===== src/rtl/icu_biu_fetch_pkg.sv =====
// Shared definitions for the ICU fetch bus engine.
//   - address/data widths
//   - default timeout and line length
//   - ack codes, size codes and FSM state encodings
//   - ack_code(): maps the beat outcome to the code returned to the ICU
package icu_biu_fetch_pkg;

  localparam int ADDR_W       = 32;
  localparam int DATA_W       = 32;
  localparam int TMO_CYC_DEF  = 255;
  localparam int LINE_WDS_DEF = 4;
  localparam int CNT_W        = 8;

  typedef enum logic [1:0] {
    ACK_NONE = 2'b00,
    ACK_WORD = 2'b01,
    ACK_ERR  = 2'b10,
    ACK_LAST = 2'b11
  } ack_e;

  typedef enum logic [1:0] {
    SZ_BYTE = 2'b00,
    SZ_HALF = 2'b01,
    SZ_WORD = 2'b10,
    SZ_LINE = 2'b11
  } size_e;

  typedef enum logic [1:0] {
    ST_IDLE = 2'b00,
    ST_REQ  = 2'b01,
    ST_RSP  = 2'b10,
    ST_ERR  = 2'b11
  } state_e;

  // A cancelled transfer never reports anything, not even an error.
  function automatic ack_e ack_code(input logic i_cancel, input logic i_err,
                                    input logic i_last);
    if (i_cancel)    return ACK_NONE;
    else if (i_err)  return ACK_ERR;
    else if (i_last) return ACK_LAST;
    else             return ACK_WORD;
  endfunction

endpackage


===== src/rtl/icu_biu_fetch_if.sv =====
// Bundle of the ICU-side request/return signals and the memory beat bus.
//   master : the fetch engine (drives mem_* requests and biu_* returns)
//   slave  : the environment (ICU + memory)
interface icu_biu_fetch_if;
  import icu_biu_fetch_pkg::*;

  logic              icu_req;
  logic [ADDR_W-1:0] icu_biu_addr;
  logic [3:0]        icu_type;
  logic [1:0]        icu_size;
  logic              icu_cancel;

  logic              mem_req;
  logic [ADDR_W-1:0] mem_addr;
  logic [3:0]        mem_type;
  logic [1:0]        mem_size;
  logic              mem_ack;
  logic              mem_err;
  logic [DATA_W-1:0] mem_rdata;

  logic [DATA_W-1:0] biu_data;
  logic [1:0]        biu_icu_ack;
  logic              biu_busy;

  modport master (
    input  icu_req, icu_biu_addr, icu_type, icu_size, icu_cancel,
    input  mem_ack, mem_err, mem_rdata,
    output mem_req, mem_addr, mem_type, mem_size,
    output biu_data, biu_icu_ack, biu_busy
  );

  modport slave (
    output icu_req, icu_biu_addr, icu_type, icu_size, icu_cancel,
    output mem_ack, mem_err, mem_rdata,
    input  mem_req, mem_addr, mem_type, mem_size,
    input  biu_data, biu_icu_ack, biu_busy
  );

endinterface


===== src/rtl/icu_biu_beat_addr.sv =====
// Combinational wrap-address generator for fetch beats.
//   i_base  : captured fetch byte address
//   i_beat  : beat index within the transfer
//   i_line  : 1 = line fill (word aligned, wraps inside the line)
//   o_addr  : address to put on the memory bus for this beat
// Non-line transfers pass the base address through untouched.
module icu_biu_beat_addr
  import icu_biu_fetch_pkg::*;
#(
  parameter int LINE_WDS = LINE_WDS_DEF,
  parameter int BEAT_W   = $clog2(LINE_WDS)
) (
  input  logic [ADDR_W-1:0] i_base,
  input  logic [BEAT_W-1:0] i_beat,
  input  logic              i_line,
  output logic [ADDR_W-1:0] o_addr
);

  logic [BEAT_W-1:0] w_idx;

  // Word index inside the line; natural overflow of the narrow add is the wrap.
  assign w_idx = i_base[BEAT_W+1:2] + i_beat;

  always_comb begin
    o_addr = i_base;
    if (i_line) begin
      o_addr[BEAT_W+1:2] = w_idx;
      o_addr[1:0]        = 2'b00;
    end
  end

endmodule


===== src/rtl/icu_biu_fetch.sv =====
// ICU fetch bus engine. Runs one fetch request as single-word memory beats
// (one beat for byte/half/word, LINE_WDS critical-word-first beats for a line)
// and returns each word with a registered one-cycle ack pulse.
//   clk, reset : clock, synchronous active-high reset
//   bus        : icu_biu_fetch_if.master
//                ICU in : icu_req, icu_biu_addr, icu_type, icu_size, icu_cancel
//                mem out: mem_req, mem_addr, mem_type, mem_size
//                mem in : mem_ack, mem_err, mem_rdata
//                ICU out: biu_data, biu_icu_ack, biu_busy
module icu_biu_fetch
  import icu_biu_fetch_pkg::*;
#(
  parameter int TMO_CYC  = TMO_CYC_DEF,
  parameter int LINE_WDS = LINE_WDS_DEF
) (
  input  logic            clk,
  input  logic            reset,
  icu_biu_fetch_if.master bus
);

  localparam int BEAT_W = $clog2(LINE_WDS);

  state_e            r_state;
  state_e            w_state_nxt;
  logic [ADDR_W-1:0] r_addr;
  logic [3:0]        r_type;
  size_e             r_size;
  logic [BEAT_W-1:0] r_beat;
  logic [CNT_W-1:0]  r_cnt;
  logic              r_cancel;
  ack_e              r_ack;
  ack_e              w_ack_nxt;
  logic [DATA_W-1:0] r_data;

  logic              w_line;
  logic              w_last;
  logic              w_tmo;
  logic              w_cancel;
  logic [ADDR_W-1:0] w_beat_addr;

  assign w_line   = (r_size == SZ_LINE);
  assign w_last   = !w_line || (r_beat == BEAT_W'(LINE_WDS - 1));
  assign w_tmo    = (r_cnt == CNT_W'(TMO_CYC));
  // A cancel arriving in the same cycle as the ack already suppresses it.
  assign w_cancel = r_cancel || bus.icu_cancel;

  icu_biu_beat_addr #(
    .LINE_WDS (LINE_WDS),
    .BEAT_W   (BEAT_W)
  ) u_beat_addr (
    .i_base (r_addr),
    .i_beat (r_beat),
    .i_line (w_line),
    .o_addr (w_beat_addr)
  );

  // Next state and the ack code to be registered for the following cycle.
  always_comb begin
    w_state_nxt = r_state;
    w_ack_nxt   = ACK_NONE;
    unique case (r_state)
      ST_IDLE: begin
        if (bus.icu_req) w_state_nxt = ST_REQ;
      end
      ST_REQ: begin
        // An ack in the expiry cycle wins over the timeout.
        if (bus.mem_ack) begin
          w_state_nxt = bus.mem_err ? ST_ERR : ST_RSP;
          w_ack_nxt   = ack_code(w_cancel, bus.mem_err, w_last);
        end else if (w_tmo) begin
          w_state_nxt = ST_ERR;
          w_ack_nxt   = ack_code(w_cancel, 1'b1, w_last);
        end
      end
      ST_RSP: begin
        w_state_nxt = w_last ? ST_IDLE : ST_REQ;
      end
      ST_ERR: begin
        w_state_nxt = ST_IDLE;
      end
      default: w_state_nxt = ST_IDLE;
    endcase
  end

  always_ff @(posedge clk) begin
    if (reset) begin
      r_state  <= ST_IDLE;
      r_addr   <= '0;
      r_type   <= '0;
      r_size   <= SZ_BYTE;
      r_beat   <= '0;
      r_cnt    <= '0;
      r_cancel <= 1'b0;
      r_ack    <= ACK_NONE;
      r_data   <= '0;
    end else begin
      r_state <= w_state_nxt;
      r_ack   <= w_ack_nxt;
      unique case (r_state)
        ST_IDLE: begin
          r_cancel <= 1'b0;
          if (bus.icu_req) begin
            r_addr <= bus.icu_biu_addr;
            r_type <= bus.icu_type;
            r_size <= size_e'(bus.icu_size);
            r_beat <= '0;
            r_cnt  <= '0;
          end
        end
        ST_REQ: begin
          if (bus.icu_cancel) r_cancel <= 1'b1;
          if (bus.mem_ack) begin
            r_cnt  <= '0;
            r_data <= bus.mem_rdata;
          end else begin
            r_cnt <= r_cnt + 1'b1;
          end
        end
        ST_RSP: begin
          if (bus.icu_cancel) r_cancel <= 1'b1;
          if (!w_last) r_beat <= r_beat + 1'b1;
        end
        ST_ERR: begin
          if (bus.icu_cancel) r_cancel <= 1'b1;
        end
        default: ;
      endcase
    end
  end

  assign bus.mem_req     = (r_state == ST_REQ);
  assign bus.mem_addr    = w_beat_addr;
  assign bus.mem_type    = r_type;
  assign bus.mem_size    = w_line ? SZ_WORD : r_size;
  assign bus.biu_data    = r_data;
  assign bus.biu_icu_ack = r_ack;
  assign bus.biu_busy    = (r_state != ST_IDLE);

endmodule


===== src/flat_wrapper.sv =====
// flat-port wrapper written by rule: the top's interface ports become plain ports
module icu_biu_fetch_flat import icu_biu_fetch_pkg::*;
#(
  parameter int TMO_CYC  = TMO_CYC_DEF,
  parameter int LINE_WDS = LINE_WDS_DEF
)
  (clk, reset, bus_icu_req, bus_icu_biu_addr, bus_icu_type, bus_icu_size, bus_icu_cancel, bus_mem_ack, bus_mem_err, bus_mem_rdata, bus_mem_req, bus_mem_addr, bus_mem_type, bus_mem_size, bus_biu_data, bus_biu_icu_ack, bus_biu_busy);
  icu_biu_fetch_if bus_i ();
  input  logic clk;
  input  logic reset;
  input wire logic [$bits(bus_i.icu_req)-1:0] bus_icu_req;
  input wire logic [$bits(bus_i.icu_biu_addr)-1:0] bus_icu_biu_addr;
  input wire logic [$bits(bus_i.icu_type)-1:0] bus_icu_type;
  input wire logic [$bits(bus_i.icu_size)-1:0] bus_icu_size;
  input wire logic [$bits(bus_i.icu_cancel)-1:0] bus_icu_cancel;
  input wire logic [$bits(bus_i.mem_ack)-1:0] bus_mem_ack;
  input wire logic [$bits(bus_i.mem_err)-1:0] bus_mem_err;
  input wire logic [$bits(bus_i.mem_rdata)-1:0] bus_mem_rdata;
  output wire logic [$bits(bus_i.mem_req)-1:0] bus_mem_req;
  output wire logic [$bits(bus_i.mem_addr)-1:0] bus_mem_addr;
  output wire logic [$bits(bus_i.mem_type)-1:0] bus_mem_type;
  output wire logic [$bits(bus_i.mem_size)-1:0] bus_mem_size;
  output wire logic [$bits(bus_i.biu_data)-1:0] bus_biu_data;
  output wire logic [$bits(bus_i.biu_icu_ack)-1:0] bus_biu_icu_ack;
  output wire logic [$bits(bus_i.biu_busy)-1:0] bus_biu_busy;
  assign bus_i.icu_req = bus_icu_req;
  assign bus_i.icu_biu_addr = bus_icu_biu_addr;
  assign bus_i.icu_type = bus_icu_type;
  assign bus_i.icu_size = bus_icu_size;
  assign bus_i.icu_cancel = bus_icu_cancel;
  assign bus_i.mem_ack = bus_mem_ack;
  assign bus_i.mem_err = bus_mem_err;
  assign bus_i.mem_rdata = bus_mem_rdata;
  assign bus_mem_req = bus_i.mem_req;
  assign bus_mem_addr = bus_i.mem_addr;
  assign bus_mem_type = bus_i.mem_type;
  assign bus_mem_size = bus_i.mem_size;
  assign bus_biu_data = bus_i.biu_data;
  assign bus_biu_icu_ack = bus_i.biu_icu_ack;
  assign bus_biu_busy = bus_i.biu_busy;
  icu_biu_fetch #(.TMO_CYC(TMO_CYC), .LINE_WDS(LINE_WDS)) u_core (.clk(clk), .reset(reset), .bus(bus_i));
endmodule

===== config.mk =====
export PLATFORM = sky130hd
export DESIGN_NAME = icu_biu_fetch_flat
export DESIGN_NICKNAME = d
export VERILOG_FILES = /design/src/rtl/icu_biu_fetch_pkg.sv /design/src/rtl/icu_biu_fetch_if.sv /design/src/rtl/icu_biu_beat_addr.sv /design/src/rtl/icu_biu_fetch.sv /design/src/flat_wrapper.sv
export SDC_FILE = /design/constraint.sdc
export NUM_CORES = 1
export LEC_CHECK = 0
export BUFFER_PORTS_ARGS = -buffer_cell sky130_fd_sc_hd__buf_2
export CAP_MARGIN = 20
export CORE_MARGIN = 2
export CORE_UTILIZATION = 53
export CTS_BUF_LIST = sky130_fd_sc_hd__clkbuf_2
export DETAILED_ROUTE_END_ITERATION = 16
export PLACE_DENSITY = 0.95
export SLEW_MARGIN = 0
export SYNTH_ARGS = -nofsm -noshare
export SYNTH_HDL_FRONTEND = slang
export SYNTH_SLANG_ARGS = --single-unit

===== constraint.sdc =====
create_clock -name clk -period 3.9 [get_ports clk]
set_input_delay 0.39 -clock clk [delete_from_list [all_inputs] [get_ports clk]]
set_output_delay 0.39 -clock clk [all_outputs]
set_load 0.01 [all_outputs]

==> impl_metrics.toml <==
[placed_design]
place.gp.congestion = 0.864
port_buffers = 149
place.detailed.hpwl_um = 5560

[logic_synthesis]
synth_cell_types = 41
seq_area_frac_synth_pct = 49.2
syn-cell-area_um2 = 3460
dominantRegCellSynth = "sky130_fd_sc_hd__dfxtp_1"
synth_edf_count = 0
synth_fp_nets = 506
syn-instance-count = 427
postSynthRegisterBits = 85
synth.avg_cell_area_um2 = 8.10
asyncSetResetFlopFracSynth_pct = 0
synth_warnings = 0

[timing]
hold_ws_ns = 0.0851
fin_skew_ns = 0.0170
setup_violations = 0
fmaxAchievable_mhz = 498
timing.final.hold_violations = 0
max_slew.worst_pin.slew_ns = 0.653
max-slew-margin-rel_pct = 56.5
rsz_0062_raised_after_global_routing = "false"
timing.setup.tns_ns = 0
period_share_pct = 51.5
timing_max_transition_violations_final = 0
min_period_ns = 2.01

[setup_path]
critical-path-max-stage-delay_ns = 0.40
crit_slowest_cell = "sky130_fd_sc_hd__dfxtp_1"
cell_chain_critical_path = "ha_1, xnor2_1, nor2_1, xor2_1, buf_2"
timing.critical_path.required_ns = 3.51
worst_setup_path_class = "reg -> out"
crit_path_start_kind = "register"
worstRegToRegCells = 4
timing.critical_path.to_type = "primary output"
cp_max_fo = 4
path_depth = 5
critPathBufInv = 1
path_delay_family = "flip-flops"
cp.arrival_ns = 1.62

[grt]
number_of_antenna_violations_at_the_first_check_in_global_routing = 0
global_route.usage.total_pct = 21.5
number_of_global_route_vias_before_repair = 2821
grt_max_degree = 47
grt_first_pass_wirelength_um = 12700
overflow = 0

[detailed_routing]
vias = 3128
detail_route.iter0.violations = 123
drt-total-wl_um = 7800
drt-wirelength-per-cell_um = 12.6
firstDrtPassIters = 4
remaining_drc_errors = 0
vias_per_cell = 5.06
antenna_left = 0

[floorplanning]
area_of_the_die_um2 = 7190
die_w_um = 84.8
die-height_um = 84.8
rows = 29
start_util_pct = 54.8
floorplan.core_area_um2 = 6310
pin_count = 150

[layout]
n_antenna_cell = 0
finish.net_count = 615
fillerInstances = 555
layout-drive-gt1-share_pct = 32.2
layout-area-overhead-vs-synth_pct = 18.9

[clocking]
clock-root-buffer = "sky130_fd_sc_hd__clkbuf_2"
cts.repair_timing.setup_buffer_count = 0
path_clk_slew_ns = 0.25
holdBufCountCts = 0
insertion_delay_ns = 0.50
cts_made_buffers = 9
clk_path_buf_depth = 2
tritoncts = "done"
cts_repair_resize_count = 0
cts.sinks = 85
htree_levels = 3

[min_path]
min-delay-path-class = "in -> reg"
timing.hold.worst_path_depth = 3

[pwr]
pwr_density_cell_nw_per_um2 = 390
leakage_nw = 1.88
ir_worst_vdd_uv = 377

[run]
maxCapViolations = 0

[run_status]
outcome = "completed"
==> path summary, 6_finish.rpt <==
kind | endpoint | slack (ns) | startpoint
max | bus_mem_addr[3] | 1.89 | u_core.r_beat[0]
min | u_core.bus.biu_data[7] | 0.09 | bus_mem_rdata[7]
max reg2reg | u_core.bus.biu_data[19] | 2.15 | u_core.r_state[0]
min reg2reg | u_core.r_addr[8] | 0.47 | u_core.r_addr[8]
==> state kept, by name, indices dropped and copies added, names as in the netlist <==
register / flops
u_core.r_cancel: 1
u_core.bus.mem_type: 4
u_core.bus.biu_data: 32
u_core.r_beat: 2
u_core.r_state: 2
u_core.r_size: 2
u_core.bus.biu_icu_ack: 2
u_core.r_addr: 32
u_core.r_cnt: 8
==> worst register-to-register path, cell delays in order (launching register included) <==
cell and delay, ns:
sky130_fd_sc_hd__dfxtp_1 0.70, sky130_fd_sc_hd__nand3b_1 0.47, sky130_fd_sc_hd__buf_8 0.32, sky130_fd_sc_hd__nand2_1 0.08, sky130_fd_sc_hd__a21oi_1 0.06
==> stage by stage <==
stage	cell area, µm²	cells	setup slack, ns	total power [mW]	utilization [%]
3_5_place_dp	3990	601	1.88	1.18	63.2
3_3_place_gp	3970	600	1.88	1.17	62.9
5_1_grt	4110	618	1.73	1.69	65.1
6_report	4110	618	1.89	1.60	65.1
4_1_cts	4100	617	1.83	1.61	64.9
2_1_floorplan	3460	427	2.54	1.11	-
==> area by class of cell <==
type,count,area (µm²),area share [%]
sequential,85,1700,41.4
multi-input combinational,285,1400,34.1
timing repair buffer,154,798,19.4
tap,77,96.3,2.34
clock inverter,7,65.1,1.58
clock buffer,9,45.0,1.10
inverter,1,3.75,0.0913
==> cell usage after synthesis, types with 2 or more instances <==
cell type                    n  area [µm²]
sky130_fd_sc_hd__a21oi_1    77         385
sky130_fd_sc_hd__a311oi_1    2        17.5
sky130_fd_sc_hd__a41oi_1     2        17.5
sky130_fd_sc_hd__and2_1      3        18.8
sky130_fd_sc_hd__buf_2      13        65.1
sky130_fd_sc_hd__buf_4      29         218
sky130_fd_sc_hd__buf_6       3        33.8
sky130_fd_sc_hd__clkbuf_1   11        41.3
sky130_fd_sc_hd__dfxtp_1    85        1700
sky130_fd_sc_hd__ha_1        3        37.5
sky130_fd_sc_hd__mux2i_1     2        20.0
sky130_fd_sc_hd__nand2_1   146         548
sky130_fd_sc_hd__nand2b_1    3        18.8
sky130_fd_sc_hd__nand3_1     3        15.0
sky130_fd_sc_hd__nand4b_1    2        17.5
sky130_fd_sc_hd__nor2_1      8        30.0
sky130_fd_sc_hd__nor3_1      3        15.0
sky130_fd_sc_hd__o211ai_1    3        22.5
sky130_fd_sc_hd__o21ai_0     2        10.0
sky130_fd_sc_hd__or2_2       2        12.5
sky130_fd_sc_hd__or3_1       2        12.5
sky130_fd_sc_hd__or3b_1      2        17.5
sky130_fd_sc_hd__or4_1       3        22.5
==> per-layer routing <==
| layer | part of all wire [%] | global-route usage (%) |
|---|---|---|
| met1 | 43 | 26.6 |
| met4 | 1.3 | 7.36 |
| met5 | 0 | 0 |
| met3 | 7.5 | 5.80 |
| met2 | 48 | 36.2 |
==> placed cells by master, fill, tap and decap left out, types with 2 or more instances in the layout <==
cell type	instances
sky130_fd_sc_hd__a21oi_1	77
sky130_fd_sc_hd__a311oi_1	2
sky130_fd_sc_hd__a41oi_1	2
sky130_fd_sc_hd__and2_1	3
sky130_fd_sc_hd__buf_2	149
sky130_fd_sc_hd__buf_4	3
sky130_fd_sc_hd__buf_8	2
sky130_fd_sc_hd__clkbuf_2	9
sky130_fd_sc_hd__clkinv_1	3
sky130_fd_sc_hd__clkinvlp_4	2
sky130_fd_sc_hd__dfxtp_1	85
sky130_fd_sc_hd__ha_1	3
sky130_fd_sc_hd__mux2i_1	2
sky130_fd_sc_hd__nand2_1	146
sky130_fd_sc_hd__nand2b_1	3
sky130_fd_sc_hd__nand3_1	3
sky130_fd_sc_hd__nand4b_1	2
sky130_fd_sc_hd__nor2_1	8
sky130_fd_sc_hd__nor3_1	3
sky130_fd_sc_hd__nor3b_4	2
sky130_fd_sc_hd__o211ai_1	3
sky130_fd_sc_hd__o21ai_0	2
sky130_fd_sc_hd__or2_2	2
sky130_fd_sc_hd__or3_1	2
sky130_fd_sc_hd__or3b_1	2
sky130_fd_sc_hd__or4_1	3
==> power by group <==
| group | switching [mW] | internal [mW] | total, mW |
|---|---|---|---|
| Sequential | 0.0255 | 0.912 | 0.937 |
| Combinational | 0.128 | 0.0965 | 0.225 |
| Clock | 0.298 | 0.144 | 0.442 |
==> cell families after synthesis <==
| group | count (synthesis) | share of synthesized area (%) |
|---|---|---|
| flops | 85 | 49.2 |
| xor+xnor | 2 | 0.506 |
| compound gates | 93 | 14.8 |
| buf+inv | 57 | 10.5 |
| fa+ha+maj | 3 | 1.09 |
| mux | 3 | 0.904 |
| simple gates | 184 | 23.1 |
Power figures use the tool's default switching activity.
